$ cat config.mk
export PLATFORM = sky130hd
export DESIGN_NAME = psum_sat_writeback
export DESIGN_NICKNAME = d
export VERILOG_FILES = /design/src/rtl/psum_sat_writeback.sv
export SDC_FILE = /design/constraint.sdc
export NUM_CORES = 1
export LEC_CHECK = 0
export BUFFER_PORTS_ARGS = -buffer_cell sky130_fd_sc_hd__buf_4
export CAP_MARGIN = 10
export CORE_MARGIN = 2
export CORE_UTILIZATION = 62
export DETAILED_ROUTE_END_ITERATION = 8
export HOLD_SLACK_MARGIN = 0.05
export PLACE_DENSITY = 0.87
export SYNTH_ARGS = -nofsm -noshare
export SYNTH_HDL_FRONTEND = slang
export SYNTH_SLANG_ARGS = --single-unit
$ cat constraint.sdc
create_clock -name clk -period 15.2 [get_ports clk]
set_clock_uncertainty 0.2 [all_clocks]
set_input_delay 1.52 -clock clk [delete_from_list [all_inputs] [get_ports clk]]
set_output_delay 1.52 -clock clk [all_outputs]
set_load 0.02 [all_outputs]
$ cat src/rtl/psum_sat_writeback.sv
// rtl/psum_sat_writeback.sv - shared round/shift/saturate writeback for psum accumulator lanes
module psum_sat_writeback #(
   parameter int N_REQ     = 4,
   parameter int L_DATAIN  = 24,
   parameter int L_DATAOUT = 16,
   parameter int L_SHIFT   = 4,
   parameter int L_ADDR    = 10
) (
   input  logic                          clk,
   input  logic                          rst,
   input  logic                          start,
   input  logic [L_SHIFT-1:0]            cfg_shift,
   input  logic [L_ADDR:0]               cfg_len,
   input  logic [N_REQ*L_ADDR-1:0]       cfg_base,
   input  logic [N_REQ-1:0]              req_valid,
   input  logic [N_REQ*L_DATAIN-1:0]     req_data,
   output logic [N_REQ-1:0]              req_ready,
   output logic                          out_valid,
   input  logic                          out_ready,
   output logic [L_DATAOUT-1:0]          out_data,
   output logic [L_ADDR-1:0]             out_addr,
   output logic [$clog2(N_REQ)-1:0]      out_lane,
   output logic [15:0]                   sat_cnt,
   output logic [N_REQ-1:0]              lane_done,
   output logic                          busy
);

   localparam int L_LANE = $clog2(N_REQ);

   typedef enum logic {IDLE, RUN} state_t;

   state_t                     state_q;
   logic [L_SHIFT-1:0]         shift_q;
   logic [L_ADDR:0]            len_q;
   logic [L_ADDR-1:0]          addr_q [N_REQ];
   logic [L_ADDR:0]            cnt_q  [N_REQ];
   logic [N_REQ-1:0]           done_q;
   logic [L_LANE-1:0]          ptr_q;

   logic                       s1_vld_q;
   logic signed [L_DATAIN-1:0] s1_psum_q;
   logic [L_LANE-1:0]          s1_lane_q;
   logic [L_ADDR-1:0]          s1_addr_q;

   logic                       s2_vld_q;
   logic [L_DATAOUT-1:0]       out_data_q;
   logic [L_ADDR-1:0]          out_addr_q;
   logic [L_LANE-1:0]          out_lane_q;
   logic [15:0]                sat_cnt_q;

   logic signed [L_DATAIN-1:0] psum_arr [N_REQ];
   logic [L_ADDR-1:0]          base_arr [N_REQ];

   logic                       s2_load;
   logic                       s1_load_ok;
   logic [N_REQ-1:0]           elig;
   logic [N_REQ-1:0]           rot;
   logic                       found;
   logic [L_LANE-1:0]          off;
   logic [L_LANE:0]            sum;
   logic [L_LANE-1:0]          gnt_idx;
   logic                       grant;

   logic signed [L_DATAIN:0]   wide;
   logic signed [L_DATAIN:0]   rnd;
   logic signed [L_DATAIN:0]   r;
   logic                       clip;
   logic [L_DATAOUT-1:0]       res;

   // Split the packed per-lane buses into arrays
   always_comb begin
      for (int i = 0; i < N_REQ; i++) begin
         psum_arr[i] = req_data[i*L_DATAIN +: L_DATAIN];
         base_arr[i] = cfg_base[i*L_ADDR +: L_ADDR];
      end
   end

   assign s2_load    = !s2_vld_q || out_ready;
   assign s1_load_ok = !s1_vld_q || s2_load;

   // Round-robin pick: rotate eligibility so bit 0 is the pointer lane, take lowest set bit
   always_comb begin
      elig    = req_valid & ~done_q;
      rot     = N_REQ'({elig, elig} >> ptr_q);
      found   = |elig;
      off     = '0;
      for (int k = N_REQ-1; k >= 0; k--) begin
         if (rot[k]) off = L_LANE'(k);
      end
      sum     = {1'b0, ptr_q} + {1'b0, off};
      gnt_idx = (sum >= (L_LANE+1)'(N_REQ)) ? L_LANE'(sum - (L_LANE+1)'(N_REQ)) : sum[L_LANE-1:0];
      grant   = (state_q == RUN) && found && s1_load_ok;
      for (int i = 0; i < N_REQ; i++) begin
         req_ready[i] = grant && (gnt_idx == L_LANE'(i));
      end
   end

   // Round half up, arithmetic shift, clip to the output range; one extra bit so the add cannot wrap
   always_comb begin
      wide = {s1_psum_q[L_DATAIN-1], s1_psum_q};
      rnd  = (shift_q == '0) ? '0 : ((L_DATAIN+1)'(1) << (shift_q - L_SHIFT'(1)));
      r    = (wide + rnd) >>> shift_q;
      clip = !((&r[L_DATAIN:L_DATAOUT-1]) || !(|r[L_DATAIN:L_DATAOUT-1]));
      if (clip) res = r[L_DATAIN] ? {1'b1, {(L_DATAOUT-1){1'b0}}} : {1'b0, {(L_DATAOUT-1){1'b1}}};
      else      res = r[L_DATAOUT-1:0];
   end

   // Control FSM plus per-lane address/count bookkeeping and the arbitration pointer
   always_ff @(posedge clk or posedge rst) begin
      if (rst) begin
         state_q <= IDLE;
         shift_q <= '0;
         len_q   <= '0;
         done_q  <= '0;
         ptr_q   <= '0;
         for (int i = 0; i < N_REQ; i++) begin
            addr_q[i] <= '0;
            cnt_q[i]  <= '0;
         end
      end else begin
         case (state_q)
            IDLE: begin
               if (start) begin
                  shift_q <= cfg_shift;
                  len_q   <= cfg_len;
                  done_q  <= {N_REQ{cfg_len == '0}};
                  for (int i = 0; i < N_REQ; i++) begin
                     addr_q[i] <= base_arr[i];
                     cnt_q[i]  <= '0;
                  end
                  state_q <= RUN;
               end
            end
            RUN: begin
               if (grant) begin
                  cnt_q[gnt_idx]  <= cnt_q[gnt_idx] + (L_ADDR+1)'(1);
                  addr_q[gnt_idx] <= addr_q[gnt_idx] + L_ADDR'(1);
                  if ((cnt_q[gnt_idx] + (L_ADDR+1)'(1)) == len_q) done_q[gnt_idx] <= 1'b1;
                  ptr_q <= (gnt_idx == L_LANE'(N_REQ-1)) ? '0 : gnt_idx + L_LANE'(1);
               end
               if ((&done_q) && !s1_vld_q && !s2_vld_q) state_q <= IDLE;
            end
            default: state_q <= IDLE;
         endcase
      end
   end

   // Two-stage stallable pipeline: S1 captures the granted psum, S2 holds the presented result
   always_ff @(posedge clk or posedge rst) begin
      if (rst) begin
         s1_vld_q   <= 1'b0;
         s1_psum_q  <= '0;
         s1_lane_q  <= '0;
         s1_addr_q  <= '0;
         s2_vld_q   <= 1'b0;
         out_data_q <= '0;
         out_addr_q <= '0;
         out_lane_q <= '0;
         sat_cnt_q  <= '0;
      end else begin
         if (grant) begin
            s1_vld_q  <= 1'b1;
            s1_psum_q <= psum_arr[gnt_idx];
            s1_lane_q <= gnt_idx;
            s1_addr_q <= addr_q[gnt_idx];
         end else if (s1_vld_q && s2_load) begin
            s1_vld_q  <= 1'b0;
         end
         if (s2_load) begin
            s2_vld_q <= s1_vld_q;
            if (s1_vld_q) begin
               out_data_q <= res;
               out_addr_q <= s1_addr_q;
               out_lane_q <= s1_lane_q;
               if (clip && (sat_cnt_q != '1)) sat_cnt_q <= sat_cnt_q + 16'd1;
            end
         end
         if ((state_q == IDLE) && start) sat_cnt_q <= '0;
      end
   end

   assign out_valid = s2_vld_q;
   assign out_data  = out_data_q;
   assign out_addr  = out_addr_q;
   assign out_lane  = out_lane_q;
   assign sat_cnt   = sat_cnt_q;
   assign lane_done = done_q;
   assign busy      = (state_q == RUN);

endmodule
==> metrics.yaml <==
critPathKind: "primary input to primary output"
crit_buf_inv: 4
start_util: 0.6274
drtPass1Iterations: 8
drt_iter0_drc: 1464
design_area_sq_um: 14880
antenna_cells: 0
tns_ns: 0
synth_fp_nets: 1524
hold_start: "s1_addr_q[6]"
arrival_ns: 5.15
layout_commonest_cell: "buf_4"
synthArstFlopShare: 1.000
ir_drop_mv: 0.2037
core_area_sq_um: 20100
rsz0062_at_grt: "no"
setup_viol: 0
numCtsBuffers: 17
cts.clk_slew.worst_paths_ns: 0.07
synthesis.area_sq_um: 12610
yosysUniqueCellTypes: 92
area_delta_synth_final_pct: 17.95
cts_hold_buf: 0
required_ns: 13.48
ant_nets: 0
slowest_stage: "buf_4"
overflow: 0
layout-drive-gt1-share: 0.2683
synth_ff_type: "dfrtp_1"
place_area_sq_um: 14330
whs_ns: 0.2754
die_area_sq_um: 21500
wire_per_inst_um: 20.52
syn_area_per_cell_sq_um: 9.413
drc: 0
num-nets-final: 1685
p_leak_nw: 6.649
root_buffer: "clkbuf_16"
die_x_um: 146.6
ys_ff_latch: 188
maxSlewHeadroom: 0.2980
boundaryPins: 213
numPortBuffers: 212
vias_per_cell: 6.621
postCtsResizedCells: 0
layout.cells.non_filler: 1783
cpLargestDelayFamily: "buffers and inverters"
synth_seq_area_share: 0.3730
crit_fanout: 48
yosysWarnings: 0
fp.dieH_um: 146.6
grt_start_max_net_pins: 119
setup_ws_ns: 8.330
cts_tree: "built"
path_cells: "buf_4 > nor2b_1 > mux2_2 > o21ai_0 > a221oi_1 > o21bai_1 > ha_2 > xnor2_4 > buf_4 > ha_1 > nand2_1 > inv_1 > buf_4"
vias: 11805
seq_area_sq_um: 4705
dp_hpwl_um: 26020
dp.cells: 1752
grt_pass1_vias: 11627
utilization: 0.7400
grt_pass1_wl_um: 59560
postCtsSetupRepairBufs: 0
totalWireLength_um: 36580
p_total_mw: 3.018
status: "finished, final reports clean"
drv_slew: 0
startpoint: "req_valid[1]"
worstSetupEndpointType: "primary output"
track_usage: 0.3446
crit_top_cell: "buf_4"
syn_inst: 1340
cp-start-kind: "primary input"
htreeDepth: 4
clock_latency_ns: 0.44
worst_pin_slew_ns: 1.053
n_fill_cell: 1438
multiInputGateArea_sq_um: 7502
clock_sinks: 188
pre_cts_ws_ns: 8.468
drv_cap: 0
rows: 52
synth_edf_count: 0
place.gp.congestion: 0.9911
critPathMaxStageDelay_ns: 0.63
cts_buffer_depth: 2
rr_startpoint: "shift_q[1]"
antenna_found_initial: 0
finalHoldViolCount: 0
post-route-min-period_ns: 6.870
fmax_mhz: 145.6
final_cell_mix: "226 x buf_4, 216 x nand2_1, 188 x dfrtp_1"
power_density_nw_per_um2: 202.8
hp-class: "flip-flop to flip-flop"
min_period_over_period: 0.4520
==> area by class of cell <==
cell class              count  share of cell area
well taps                 270             0.02271
inverters                  21            0.005635
clock inverters            14            0.008578
multi-input cells        1047              0.5042
clock buffers              17             0.02859
repair buffers            226              0.1140
flip-flops and latches    188              0.3162
==> sequential cells by signal, summed over array words and instances, names as in the netlist <==
name / flops
addr_q: 40
busy: 1
cnt_q: 44
lane_done: 4
len_q: 11
out_addr: 10
out_data: 16
out_lane: 2
out_valid: 1
ptr_q: 2
s1_addr_q: 10
s1_lane_q: 2
s1_psum_q: 24
s1_vld_q: 1
sat_cnt: 16
shift_q: 4
==> synth_stat cells, types with 6 or more instances <==
master | n | share of area
dfrtp_1 | 188 | 0.37
nand2_1 | 217 | 0.065
o2bb2ai_1 | 7 | 0.0049
and3_1 | 19 | 0.0094
a31oi_1 | 14 | 0.0069
buf_1 | 16 | 0.0048
ha_1 | 24 | 0.024
mux4_2 | 58 | 0.10
xor2_1 | 19 | 0.013
nor4_1 | 6 | 0.0030
o211ai_1 | 19 | 0.011
nor2b_1 | 8 | 0.0040
inv_1 | 18 | 0.0054
nand2b_1 | 15 | 0.0074
o221ai_1 | 6 | 0.0042
nor3_1 | 19 | 0.0075
buf_2 | 14 | 0.0056
mux2_2 | 57 | 0.051
a21o_1 | 13 | 0.0077
nand3_1 | 69 | 0.027
and2_1 | 8 | 0.0040
a41o_1 | 6 | 0.0048
nor2_1 | 96 | 0.029
clkbuf_1 | 51 | 0.015
o21ai_1 | 6 | 0.0024
a211oi_1 | 7 | 0.0042
o31ai_1 | 6 | 0.0036
o21ai_0 | 102 | 0.040
or3_1 | 13 | 0.0064
a22oi_1 | 15 | 0.0089
mux2i_1 | 18 | 0.014
xnor2_1 | 29 | 0.020
o21a_1 | 8 | 0.0048
a21oi_1 | 59 | 0.023
nand4_1 | 15 | 0.0074
==> worst min-delay path: stages (launching register included) <==
cell,delay [ns]
dfrtp_1,0.35
nand2_1,0.05
nand2_1,0.05
==> final timing paths <==
path                       cells after the start            end  slack [ns]
max                                           13   req_ready[1]        8.33
min                                            2    out_addr[6]        0.28
max reg2reg                                   16   out_data[14]        8.52
min reg2reg                                    2    out_addr[6]        0.28
max in group asynchronous                      3    out_data[4]       12.09
min in group asynchronous                      2  s1_psum_q[19]        1.14
==> cell families (layout without fill, tap and decap cells) <==
group / Yosys count / after routing / synth area share
compound gates: 326 / 326 / 0.1709
xor+xnor: 50 / 50 / 0.03740
fa+ha+maj: 26 / 26 / 0.02649
buf+inv: 105 / 278 / 0.03412
flops: 188 / 188 / 0.3730
mux: 134 / 134 / 0.1708
other cells: 1 / 1 / 0.0002973
simple gates: 510 / 510 / 0.1870
==> power by group <==
group / total [mW] / leakage [nW] / switching [mW] / internal (mW)
clock: 0.432 / 0.263 / 0.216 / 0.215
sequential: 0.775 / 2.43 / 0.130 / 0.645
combinational: 1.81 / 3.96 / 1.03 / 0.779
total: 3.02 / 6.65 / 1.38 / 1.64
==> per-layer routing <==
| metal | up-vias | routed length, um | global-route usage |
|---|---|---|---|
| met5 | - | 0 | 0 |
| met4 | 0 | 1081 | 0.1243 |
| met3 | 108 | 3062 | 0.07156 |
| met2 | 671 | 18260 | 0.5737 |
| met1 | 5744 | 14180 | 0.4504 |
| li1 | 5282 | - | - |
Note: power is estimated with default switching activity, not from simulation.
